[src/rtl/mips_pkg.sv]
// Shared opcodes, FSM encoding and byte-enable constants for the MIPS memory stage.
package mips_pkg;

  localparam logic [5:0] OP_LB  = 6'b100000;
  localparam logic [5:0] OP_LH  = 6'b100001;
  localparam logic [5:0] OP_LW  = 6'b100011;
  localparam logic [5:0] OP_LBU = 6'b100100;
  localparam logic [5:0] OP_LHU = 6'b100101;
  localparam logic [5:0] OP_SB  = 6'b101000;
  localparam logic [5:0] OP_SH  = 6'b101001;
  localparam logic [5:0] OP_SW  = 6'b101011;

  typedef enum logic [1:0] {
    IDLE = 2'd0,
    WAIT = 2'd1,
    DONE = 2'd2
  } dm_state_t;

  typedef enum logic [2:0] {
    LK_B  = 3'd0,
    LK_BU = 3'd1,
    LK_H  = 3'd2,
    LK_HU = 3'd3,
    LK_W  = 3'd4
  } load_kind_t;

  localparam logic [3:0] BE_WORD    = 4'b1111;
  localparam logic [3:0] BE_LO_HALF = 4'b0011;
  localparam logic [3:0] BE_HI_HALF = 4'b1100;

endpackage

[src/rtl/dm_ext.sv]
// Little-endian byte/half selection and sign/zero extension of a loaded word.
module dm_ext
  import mips_pkg::*;
(
  input  logic [31:0] rdata,
  input  logic [1:0]  addr,
  input  load_kind_t  kind,
  output logic [31:0] ext
);

  logic [7:0]  sel_byte;
  logic [15:0] sel_half;

  always_comb begin
    sel_byte = rdata[7:0];
    case (addr)
      2'd0: sel_byte = rdata[7:0];
      2'd1: sel_byte = rdata[15:8];
      2'd2: sel_byte = rdata[23:16];
      2'd3: sel_byte = rdata[31:24];
      default: sel_byte = rdata[7:0];
    endcase
    sel_half = addr[1] ? rdata[31:16] : rdata[15:0];

    ext = rdata;
    case (kind)
      LK_B:    ext = {{24{sel_byte[7]}}, sel_byte};
      LK_BU:   ext = {24'h000000, sel_byte};
      LK_H:    ext = {{16{sel_half[15]}}, sel_half};
      LK_HU:   ext = {16'h0000, sel_half};
      default: ext = rdata;
    endcase
  end

endmodule

[src/rtl/m_dm_ctrl.sv]
// Memory-stage data-memory controller: request/grant/response bus FSM with pipeline stall.
// Define DM_ALIGN_CHK_EN to trap misaligned accesses as adel_m/ades_m instead of issuing them.
module m_dm_ctrl
  import mips_pkg::*;
#(
  parameter int AW = 32,
  parameter int DW = 32
) (
  input  logic          clk,
  input  logic          reset,
  input  logic [31:0]   instr_m,
  input  logic [31:0]   ao_m,
  input  logic [DW-1:0] v2_m,
  input  logic [4:0]    a3_m,
  input  logic [1:0]    Tnew_m,
  output logic          mem_req,
  output logic          mem_we,
  output logic [AW-1:0] mem_addr,
  output logic [3:0]    mem_be,
  output logic [DW-1:0] mem_wdata,
  input  logic          mem_gnt,
  input  logic          mem_rvalid,
  input  logic [DW-1:0] mem_rdata,
  output logic          stall_m,
  output logic [DW-1:0] dm_rd_m,
  output logic          fwd_ok_m
`ifdef DM_ALIGN_CHK_EN
  ,
  output logic          adel_m,
  output logic          ades_m
`endif
);

  dm_state_t   state;
  logic [31:0] rdata_q;

  logic [5:0]  opcode;
  logic        is_load;
  logic        is_store;
  logic        misaligned;
  logic        mem_op;
  load_kind_t  kind;
  logic [3:0]  be_store;
  logic [31:0] wdata_store;
  logic [31:0] ext_data;

  assign opcode = instr_m[31:26];

  always_comb begin
    is_load     = 1'b0;
    is_store    = 1'b0;
    misaligned  = 1'b0;
    kind        = LK_W;
    be_store    = BE_WORD;
    wdata_store = v2_m;
    case (opcode)
      OP_LB:  begin is_load = 1'b1; kind = LK_B; end
      OP_LBU: begin is_load = 1'b1; kind = LK_BU; end
      OP_LH:  begin is_load = 1'b1; kind = LK_H;  misaligned = ao_m[0]; end
      OP_LHU: begin is_load = 1'b1; kind = LK_HU; misaligned = ao_m[0]; end
      OP_LW:  begin is_load = 1'b1; kind = LK_W;  misaligned = |ao_m[1:0]; end
      OP_SB: begin
        is_store    = 1'b1;
        be_store    = 4'b0001 << ao_m[1:0];
        wdata_store = {4{v2_m[7:0]}};
      end
      OP_SH: begin
        is_store    = 1'b1;
        be_store    = ao_m[1] ? BE_HI_HALF : BE_LO_HALF;
        wdata_store = {2{v2_m[15:0]}};
        misaligned  = ao_m[0];
      end
      OP_SW:  begin is_store = 1'b1; misaligned = |ao_m[1:0]; end
      default: ;
    endcase
  end

  // A trapped misaligned access behaves like a non-memory instruction.
`ifdef DM_ALIGN_CHK_EN
  assign mem_op = (is_load | is_store) & ~misaligned;
  assign adel_m = is_load & misaligned;
  assign ades_m = is_store & misaligned;
`else
  assign mem_op = is_load | is_store;
  logic unused_misaligned;
  assign unused_misaligned = misaligned;
`endif

  logic unused_instr_bits;
  assign unused_instr_bits = ^instr_m[25:0];

  // DONE always returns to IDLE so each instruction gets its own grant.
  always_ff @(posedge clk or posedge reset) begin
    if (reset) begin
      state   <= IDLE;
      rdata_q <= 32'h0;
    end else begin
      case (state)
        IDLE: if (mem_op && mem_gnt) state <= is_store ? DONE : WAIT;
        WAIT: if (mem_rvalid) begin
          rdata_q <= mem_rdata;
          state   <= DONE;
        end
        DONE:    state <= IDLE;
        default: state <= IDLE;
      endcase
    end
  end

  dm_ext u_ext (
    .rdata (rdata_q),
    .addr  (ao_m[1:0]),
    .kind  (kind),
    .ext   (ext_data)
  );

  always_comb begin
    mem_req   = (state == IDLE) && mem_op;
    stall_m   = (state == IDLE) ? mem_op : (state == WAIT);
    mem_we    = mem_req && is_store;
    mem_be    = mem_req ? (is_store ? be_store : BE_WORD) : 4'b0000;
    mem_wdata = (mem_req && is_store) ? wdata_store : '0;
    mem_addr  = mem_req ? {ao_m[AW-1:2], 2'b00} : '0;
    dm_rd_m   = ((state == DONE) && is_load) ? ext_data : '0;
    fwd_ok_m  = (Tnew_m == 2'd0) && !stall_m && (a3_m != 5'd0);
  end

endmodule
[config.mk]
export PLATFORM = sky130hd
export DESIGN_NAME = m_dm_ctrl
export DESIGN_NICKNAME = d
export VERILOG_FILES = /design/src/rtl/mips_pkg.sv /design/src/rtl/dm_ext.sv /design/src/rtl/m_dm_ctrl.sv
export SDC_FILE = /design/constraint.sdc
export NUM_CORES = 1
export LEC_CHECK = 0
export ABC_AREA = 1
export CORE_ASPECT_RATIO = 0.75
export CORE_MARGIN = 2
export CORE_UTILIZATION = 34
export DETAILED_ROUTE_END_ITERATION = 8
export PLACE_DENSITY = 0.89
export SLEW_MARGIN = 20
export SYNTH_ARGS = -nofsm -noshare
export SYNTH_HDL_FRONTEND = slang
export SYNTH_SLANG_ARGS = --single-unit
[constraint.sdc]
create_clock -name clk -period 1.6 [get_ports clk]
set_input_delay 0.24 -clock clk [delete_from_list [all_inputs] [get_ports clk]]
set_output_delay 0.24 -clock clk [all_outputs]
set_load 0.02 [all_outputs]
==> flow_summary.ini <==
[sta]
final_max_slew_viol_count = 0
final_hold_viol_count = 0
finalCritPeriodShare_pct = 122
fmax_mhz = 514
setup_violations = 102
holdWs_ps = 371
fin_crit_ps = 1950
rsz0062_at_grt = true
worst_slack_ps = -346
skew_ps = 6.92
finalSetupTns_ps = -21020

[global_route]
grt_pass1_vias = 4820
grt_antenna_before_repair = 0
grt_overflow = 0
grt_pass1_wl_um = 24900
grt.total_usage_pct = 32.2
grt_max_degree = 35

[clock_network]
cts_inserted_buffers = 5
cts.sinks = 34
clk_pin_slew_ps = 60
clock_path_buffers = 2
clk_latency_ps = 280
cts_hold_buf = 0
cts_root_buf = clkbuf_16
htree_levels = 2
cts_tree = done

[logic_synthesis]
ys_top_cells_by_area = dfrtp_1 27%, nor2_1 15%, nand2_1 9.4%
synthesis.area_sq_um = 3120
synthTopCellsByCount = 126 x nor2_1, 78 x nand2_1, 77 x inv_1, 48 x a21oi_1, 38 x o21ai_0
yosysMostFrequentCell = nor2_1
yosysWarnings = 0
ys_ff_latch = 34
synth_cells = 509
yosysTopAreaCellShare_pct = 27.3
synth_top_area_cell = dfrtp_1
yosysSeqAreaShare_pct = 27.3
synth_flop_cell = dfrtp_1
synth_edf_count = 0
synthArstFlopShare_pct = 100
synth_area_per_cell_sq_um = 6.13
synth_cell_type_count = 29

[floorplan]
rows = 30
die_y_um = 87.0
ioPinCount = 243
core_sq_um = 8970
die-area_sq_um = 9970
die_width_um = 115
initial_core_util_pct = 34.8

[drt]
vias_per_cell = 5.61
first_iter_violations = 537
drcViolationCount = 0
drt-total-wl_um = 18600
drt_pass1_iterations = 7
vias = 5172
top_layer = met4
wl_met3_um = 2100
wire_per_inst_um = 20.2
final_antenna_net_count = 0
wl_met2_um = 8780
met1_length_um = 6640

[pwr]
power.density_nw_per_um2 = 685
ir_drop_mv = 0.606
p_leak_nw = 3.41

[place]
dpl_worst_slack_ps = -1000
gp_congestion = 0.913
hpwl_um = 10300
placed_cell_area_sq_um = 5930
port_buffers = 214

[final_layout]
synthToLayoutAreaGrowth_pct = 130
antenna_cells = 0
nNetsFinal = 948
fill_cells = 493
fin_area_sq_um = 7170
drive_gt1_share_pct = 51.0

[worst_setup_path]
path_buf_inv = 1
path_class = flop to output port
crit_chain = nand2_2, nand2_2, nand4_1, nand3_4, nand2_8, nor2_4, buf_6
critPathMostFrequentCell = nand2_2
reg2regPathDepth = 5
cpMaxStageDelayCell = dfrtp_1
cpPeakStageDelay_ps = 370
setup.worst_path.start_class = flop
endpoint_kind = output port
cp_max_fo = 8
required_ps = 1360
worst_path_dominant_cell_family = simple AND/OR/NAND/NOR gates
cp.arrival_ps = 1710
worst-path-stages = 7

[hold_path]
min_path_type = input pin to async pin

[status]
failed_checks = negative setup slack
status = complete, but fails checks

[flow_run]
drv_cap = 0
[cell usage in the layout (no fill, tap or decap), drive strengths merged]
cell type,instances
bufbuf,1
a22oi,7
dfrtp,34
clkbuf,5
nand3,17
buf,209
nand2,85
nor3,2
dlygate4sd2,1
o21bai,2
clkdlybuf4s15,1
a21oi,48
and3,1
nand4,1
bufinv,1
nor2,141
clkinvlp,2
o2111ai,1
conb,2
mux2,16
or2,3
clkinv,1
o21ai,40
inv,85
clkdlybuf4s50,104
[where the power goes]
| part | total, mW | internal, mW | switching [mW] |
|---|---|---|---|
| clock network | 1.13 | 0.734 | 0.400 |
| registers | 1.37 | 1.15 | 0.219 |
| logic | 2.41 | 1.15 | 1.26 |
| total | 4.91 | 3.04 | 1.88 |
[logic make-up after synthesis]
kind of cell	count (synthesis)	synth area share, %
AO/OA/AOI/OAI	98	16.9
multiplexers	16	5.77
buffers and inverters	112	16.2
other	1	0.120
AND/OR/NAND/NOR	248	33.7
flip-flops	34	27.3
[layout make-up]
class	count	area, sq um	share of cell area, %
Clock buffer	5	125	1.74
Clock inverter	3	45.0	0.628
Inverter	85	363	5.06
Multi-Input combinational cell	366	2600	36.2
Sequential cell	34	852	11.9
Tap cell	112	140	1.95
Timing Repair Buffer	316	3040	42.4
Timing Repair inverter	1	8.76	0.122
[registers in the layout, summed over array words and instances (netlist names)]
register / flops
rdata_q: 32
state: 2
[what timing repair did]
action                                  CTS  global route
gates cloned                              8             0
buffers inserted                         15             5
endpoints found under the setup margin  102           101
pin swaps                                32            25
resized for setup                       769            83
[path summary, 6_finish.rpt]
check | startpoint | endpoint | slack (ps)
min | reset | rdata_q[20] | 370
min in group clk | mem_rdata[4] | rdata_q[4] | 530
max reg2reg | state[0] | rdata_q[24] | 80
max | rdata_q[15] | dm_rd_m[29] | -350
max in group asynchronous | reset | state[1] | 870
min reg2reg | rdata_q[29] | rdata_q[29] | 580
[through the flow]
stage                     cells  util (%)  power, mW
final                       922      80.0       4.91
after CTS                   918      76.6       4.55
after detailed placement    888      66.1       3.14
after floorplan             510         -       2.11
after global placement      888      66.1       3.05
after global routing        922      80.0       5.06
[worst register-to-register path: cells and delay by family (launching register included)]
| kind | cells | cell delay, ps |
|---|---|---|
| buf+inv | 3 | 470 |
| flops | 1 | 420 |
| mux | 1 | 380 |
| simple gates | 1 | 130 |
[metal layers]
metal  vias to the layer above  global-route usage, %
li1                       2185                      -
met1                      2397                   38.3
met2                       463                   55.5
met3                       127                   8.14
met4                         0                   13.6
met5                         -                      0
(Power assumes the default switching activity.)
==> variant 1: new RTL, same flow settings <==
Add a define of `DM_ALIGN_CHK_EN`.
--- a/src/rtl/m_dm_ctrl.sv
+++ b/src/rtl/m_dm_ctrl.sv
@@ -1,4 +1,6 @@
 // Memory-stage data-memory controller: request/grant/response bus FSM with pipeline stall.
 // Define DM_ALIGN_CHK_EN to trap misaligned accesses as adel_m/ades_m instead of issuing them.
+`define DM_ALIGN_CHK_EN
+
 module m_dm_ctrl
   import mips_pkg::*;
Behaviour (old outputs only; new: adel_m and ades_m): not the same (Yosys sat finds a counterexample within 4 cycles, from zero or initial values and one cycle with reset high).
==> variant 1 against the unedited design <==
- the flow still finishes with violations (negative setup slack)
- count of clock-buffer cells in the layout up 2
- worst hold slack worse by 12 ps
- global-route usage down 0.065 points
- synthesized area up 9.9%
- total power up 9.3%
- first-iteration DRC count up 12%
- core utilization up 2.8 points
- sequential share of layout area down 1.3 points
- wire length up 23%
- design area up 12%
- die area up 9.5%
- worst setup slack worse by 150 ps
- sequential cell count unchanged
- maximum frequency down 7.2%
- critical path type unchanged
- critical endpoint is now dm_rd_m[7]
- largest power group unchanged
==> variant 1: results (changes against the unedited design) <==
Parameter                              Value

Clock network
  Count of buffers added by post-CTS timing repair for setup ... 34 (was 15)
  CTS-repair resized insts ... 718 (was 769)

STA
  Final worst-path setup slack ... -498.1 ps (was -346.3 ps)
  Worst hold slack across all endpoints ... 358.9 ps (was 370.8 ps)
  Final setup TNS ... -39240 ps (was -21020 ps)
  Setup-failing EPs final ... 105 (was 102)
  Layout Skew ... 6.262 ps (was 6.919 ps)

Critical path
  Worst reg2reg setup slack ... -40 ps (was 80 ps)
  Endpoint of the worst setup timing path ... dm_rd_m[7] (was dm_rd_m[29])
  Critical Path Source ... rdata_q[7] (was rdata_q[15])
  Largest stage delay, worst path ... 410 ps (was 370 ps)
  Critical path's top delay family ... buffers and inverters (was simple AND/OR/NAND/NOR gates)
  Arrival time at the worst endpoint ... 1860 ps (was 1710 ps)

Logic synthesis
  Mean instance size in the synthesized netlist ... 6.532 µm² (was 6.133 µm²)
  Most used standard cells in the synthesized netlist ... 98 x nor2_1, 82 x nand2_1, 72 x inv_1 (was 126 x nor2_1, 78 x nand2_1, 77 x inv_1)
  Yosys cell types ... 34 (was 29)
  Complex-gate fraction of the synthesized area ... 16.93% (was 16.91%)
  Top post-synthesis cells by area ... dfrtp_1 25%, nor2_1 11%, nand2_1 9.0%, nor2_2 8.0%, inv_1 7.9% (was dfrtp_1 27%, nor2_1 15%, nand2_1 9.4%, inv_1 9.3%, a21oi_1 7.7%)

Detailed routing
  Post-Route WL ... 22940 µm (was 18580 µm)
  Detailed-routing wirelength on met1 ... 7891 µm (was 6636 µm)
  Violation count after the first detailed-route iteration ... 603 (was 537)
  Via Count ... 5701 (was 5172)
  Final routed wire length divided by cell count ... 23.10 µm (was 20.15 µm)

Global route
  Global-route wire length before repair ... 27780 µm (was 24910 µm)
  Fraction of met2 tracks used by global routing ... 56.58% (was 55.51%)
  All-Layer GR Usage ... 32.13% (was 32.19%)

Power
  Static power due to leakage ... 3.657 nW (was 3.413 nW)
  Worst IR drop on VDD ... 561.2 µV (was 606.2 µV)

Outcome
  Violated checks ... negative setup slack (unchanged)
  Outcome ... finished, violations left (unchanged)

Placed design
  Port Buf Inserts ... 216 (was 214)
  Post-DP HPWL ... 10740 µm (was 10280 µm)
  Post-place instance area ... 6335 µm² (was 5928 µm²)
  Weighted congestion reported at the end of routability-driven placement ... 0.8883 (was 0.9132)
  Pre-CTS setup slack ... -1110 ps (was -1002 ps)
-- variant 1: layout make-up --
class                           instances  area [µm²]  share of cell area (%)
Tap cell                              132       165.2                   2.049
Sequential cell                        34       850.8                   10.56
Clock inverter                          1       30.03                  0.3726
Clock buffer                            7       132.6                   1.646
Timing Repair Buffer                  357        3620                   44.92
Multi-Input combinational cell        379        2919                   36.22
Inverter                               83       341.6                   4.238
-- variant 1: tightest hold or removal path, delay by kind of cell --
family / cells / cell delay, ps
buffers and inverters: 3 / 840
-- variant 1: report_power, final --
| part | total [mW] | switching [mW] | internal, mW |
|---|---|---|---|
| Sequential | 1.39 | 0.226 | 1.16 |
| Clock | 1.12 | 0.381 | 0.736 |
| Combinational | 2.86 | 1.48 | 1.38 |
| Total | 5.37 | 2.09 | 3.29 |
-- variant 1: cell families after synthesis --
family | Yosys count
AO/OA/AOI/OAI | 95
buffers and inverters | 114
other | 1
flip-flops | 34
AND/OR/NAND/NOR | 265
multiplexers | 16
==> variant 2: new RTL, same flow settings <==
Without the edit above. Encoding of `dm_state_t`: now one-hot (3 bits for 3 states).
--- a/src/rtl/mips_pkg.sv
+++ b/src/rtl/mips_pkg.sv
@@ -11,8 +11,8 @@
   localparam logic [5:0] OP_SW  = 6'b101011;
 
-  typedef enum logic [1:0] {
-    IDLE = 2'd0,
-    WAIT = 2'd1,
-    DONE = 2'd2
+  typedef enum logic [2:0] {
+    IDLE = 3'b001,
+    WAIT = 3'b010,
+    DONE = 3'b100
   } dm_state_t;
 
Check against the original RTL: same outputs for any inputs over 10 cycles, from zero or initial values and one cycle with reset high; not proved beyond that.
==> variant 2 against the unedited design <==
- the flow still finishes with violations (negative setup slack)
- count of clock-buffer cells in the layout grew 1
- synthesized area grew 6.2%
- design area about the same
- wire length fell by 2.9%
- register-to-register slack got worse by 120 ps
- total power is 1.2% lower
- worst hold slack got worse by 62 ps
- via count grew 3.3%
- worst setup slack got worse by 150 ps
- sequential cell count rose by 1
- core utilization fell by 5.0 points
- cell count rose by 6.2%
- combinational power down 2%
- critical path type unchanged
- largest power group unchanged
- highest routed layer unchanged
==> variant 2: results (changes against the unedited design) <==
Parameter                              Value

Outcome
  Outcome ... finished, violations left (unchanged)
  Violated checks ... negative setup slack (unchanged)

Global route
  All-Layer GR Usage ... 30.32% (was 32.19%)
  Number of antenna violations at the first check in global routing ... 1 (was 0)
  Global-route wire length before repair ... 25540 µm (was 24910 µm)
  Via count of the first global-routing pass ... 5124 (was 4820)
  Pin count of the biggest net entering global routing ... 36 (was 35)

Detailed routing
  Via-per-instance ratio ... 5.458 (was 5.610)
  Number of optimization iterations in the first detailed-route pass ... 6 (was 7)
  Violation count after the first detailed-route iteration ... 464 (was 537)
  Final routed wire length divided by cell count ... 18.43 µm (was 20.15 µm)

Critical path
  Capture point of the worst reg-to-reg path ... state[2] (was rdata_q[24])
  Biggest fanout along the worst timing path ... 5 (was 8)
  Beginning of the worst register-to-register path ... state[0] (unchanged)
  Number of cell instances on the worst register-to-register path ... 8 (was 5)
  Arrival time at the worst endpoint ... 1850 ps (was 1710 ps)
  Worst reg2reg setup slack ... -40 ps (was 80 ps)

Layout
  Fillcell total ... 645 (was 493)
  Cell Count, Final, Fillers Out ... 979 (was 922)
  Proportion of layout cells with a drive suffix above 1 ... 42.32% (was 50.99%)
  Registers with the most flip-flops ... rdata_q x32, state x3 (was rdata_q x32, state x2)

Logic synthesis
  Multiplexer share of the synthesized area ... 7.472% (was 5.772%)
  Yosys cell types ... 34 (was 29)
  Most used standard cells in the synthesized netlist ... 131 x nor2_1, 92 x inv_1, 70 x nand2_1 (was 126 x nor2_1, 78 x nand2_1, 77 x inv_1)
  Share of Yosys cell area claimed by the top area cell type ... 25.66% (was 27.25%)
  Mean instance size in the synthesized netlist ... 6.174 µm² (was 6.133 µm²)
  Top post-synthesis cells by area ... dfrtp_1 26%, nor2_1 15%, inv_1 10%, nand2_1 7.9%, a21oi_1 7.4% (was dfrtp_1 27%, nor2_1 15%, nand2_1 9.4%, inv_1 9.3%, a21oi_1 7.7%)
  Complex-gate fraction of the synthesized area ... 15.40% (was 16.91%)
  Seq/Total Area, Yosys ... 26.45% (was 27.25%)

STA
  Layout Skew ... 4.131 ps (was 6.919 ps)
  Setup-failing EPs final ... 120 (was 102)
  Final setup TNS ... -40640 ps (was -21020 ps)
  Worst hold slack across all endpoints ... 308.8 ps (was 370.8 ps)
  Final worst-path setup slack ... -493.3 ps (was -346.3 ps)

Power
  Internal power component ... 3.052 mW (was 3.036 mW)
  Worst IR drop on VDD ... 543.8 µV (was 606.2 µV)
  Static power due to leakage ... 3.640 nW (was 3.413 nW)

Placed design
  Weighted congestion reported at the end of routability-driven placement ... 0.9586 (was 0.9132)
  Post-DP HPWL ... 10950 µm (was 10280 µm)
  Placed insts ... 946 (was 888)

Clock network
  Worst-path clk slew ... 50 ps
  Clock buffer depth ... 2 (unchanged)
  Cell at the root of the clock tree ... clkbuf_16 (unchanged)

Worst hold path
  Hold WC Path Type ... input pin to async pin (unchanged)
-- variant 2: cell types whose count changed after synthesis, sizes merged, moves of 2 or more --
| cell | before | now |
|---|---|---|
| nor2 | 141 | 136 |
| nand3 | 17 | 37 |
| nand4 | 1 | 3 |
| nand2 | 83 | 75 |
| mux2 | 16 | 22 |
| inv | 85 | 100 |
| o21ai | 40 | 38 |
| o21bai | 2 | 0 |
| nor3 | 2 | 4 |
-- variant 2: critical path, stage by stage, from the launching register on --
cell	delay [ps]
dfstp_2	540
inv_2	50
nor3_4	150
inv_2	100
nor2_8	160
buf_6	130
buf_12	110
nand2_4	60
a21oi_4	130
buf_6	130
-- variant 2: repair_timing --
item	CTS	global route
pin swaps	21	4
gates resized for setup	566	22
setup buffers	11	7
setup endpoints to repair	102	125
cloned	6	2
hold endpoints to repair	0	0
-- variant 2: worst max-delay path by stage --
stage,slack [ps],endpoint,from,cells past startpoint
6_report,-490,mem_wdata[24],state[0],9
5_1_grt,-560,dm_rd_m[10],state[0],9
4_1_cts,-470,mem_wdata[28],state[0],9
3_5_place_dp,-1040,mem_wdata[27],instr_m[31],8
3_3_place_gp,-950,dm_rd_m[3],instr_m[26],9
2_1_floorplan,-80,mem_wdata[19],state[0],7
-- variant 2: layout make-up --
| type | count | share of cell area (%) |
|---|---|---|
| Timing Repair Buffer | 324 | 41.94 |
| Multi-Input combinational cell | 378 | 35.62 |
| Sequential cell | 35 | 12.21 |
| Inverter | 101 | 5.471 |
| Tap cell | 132 | 2.300 |
| Clock buffer | 6 | 1.934 |
| Clock inverter | 2 | 0.4879 |
| Antenna cell | 1 | 0.03485 |
-- variant 2: per-layer routing --
| layer | routed length (µm) | share of wire, % | GRT usage, % | vias up |
|---|---|---|---|---|
| li1 | - | - | - | 2292 |
| met1 | 6345 | 35 | 34.53 | 2455 |
| met2 | 8730 | 48 | 54.97 | 455 |
| met3 | 1958 | 11 | 8.036 | 141 |
| met4 | 1006 | 5.6 | 13.03 | 0 |
| met5 | 0 | 0 | 0 | - |
-- variant 2: cells by family after synthesis --
| logic type | Yosys count |
|---|---|
| other | 1 |
| AO/OA/AOI/OAI | 95 |
| AND/OR/NAND/NOR | 257 |
| multiplexers | 22 |
| flip-flops | 35 |
| buffers and inverters | 127 |
-- variant 2: stage by stage --
step	setup WS (ps)	cell area, µm²	total power, mW
global placement	-946.8	6629	3.253
finish	-493.3	7181	4.856
CTS	-473.1	7005	4.643
detailed placement	-1036	6629	3.321
global route	-559.7	7181	5.045
floorplan	-83.85	3697	2.216
-- variant 2: power groups by stage --
stage	clock network (mW)	registers [mW]	logic [mW]
after global placement	0	1.32	1.94
after detailed placement	0	1.32	2.00
final	1.15	1.36	2.35
after CTS	1.14	1.32	2.19
after global routing	1.19	1.36	2.49
after floorplan	0	1.25	0.965
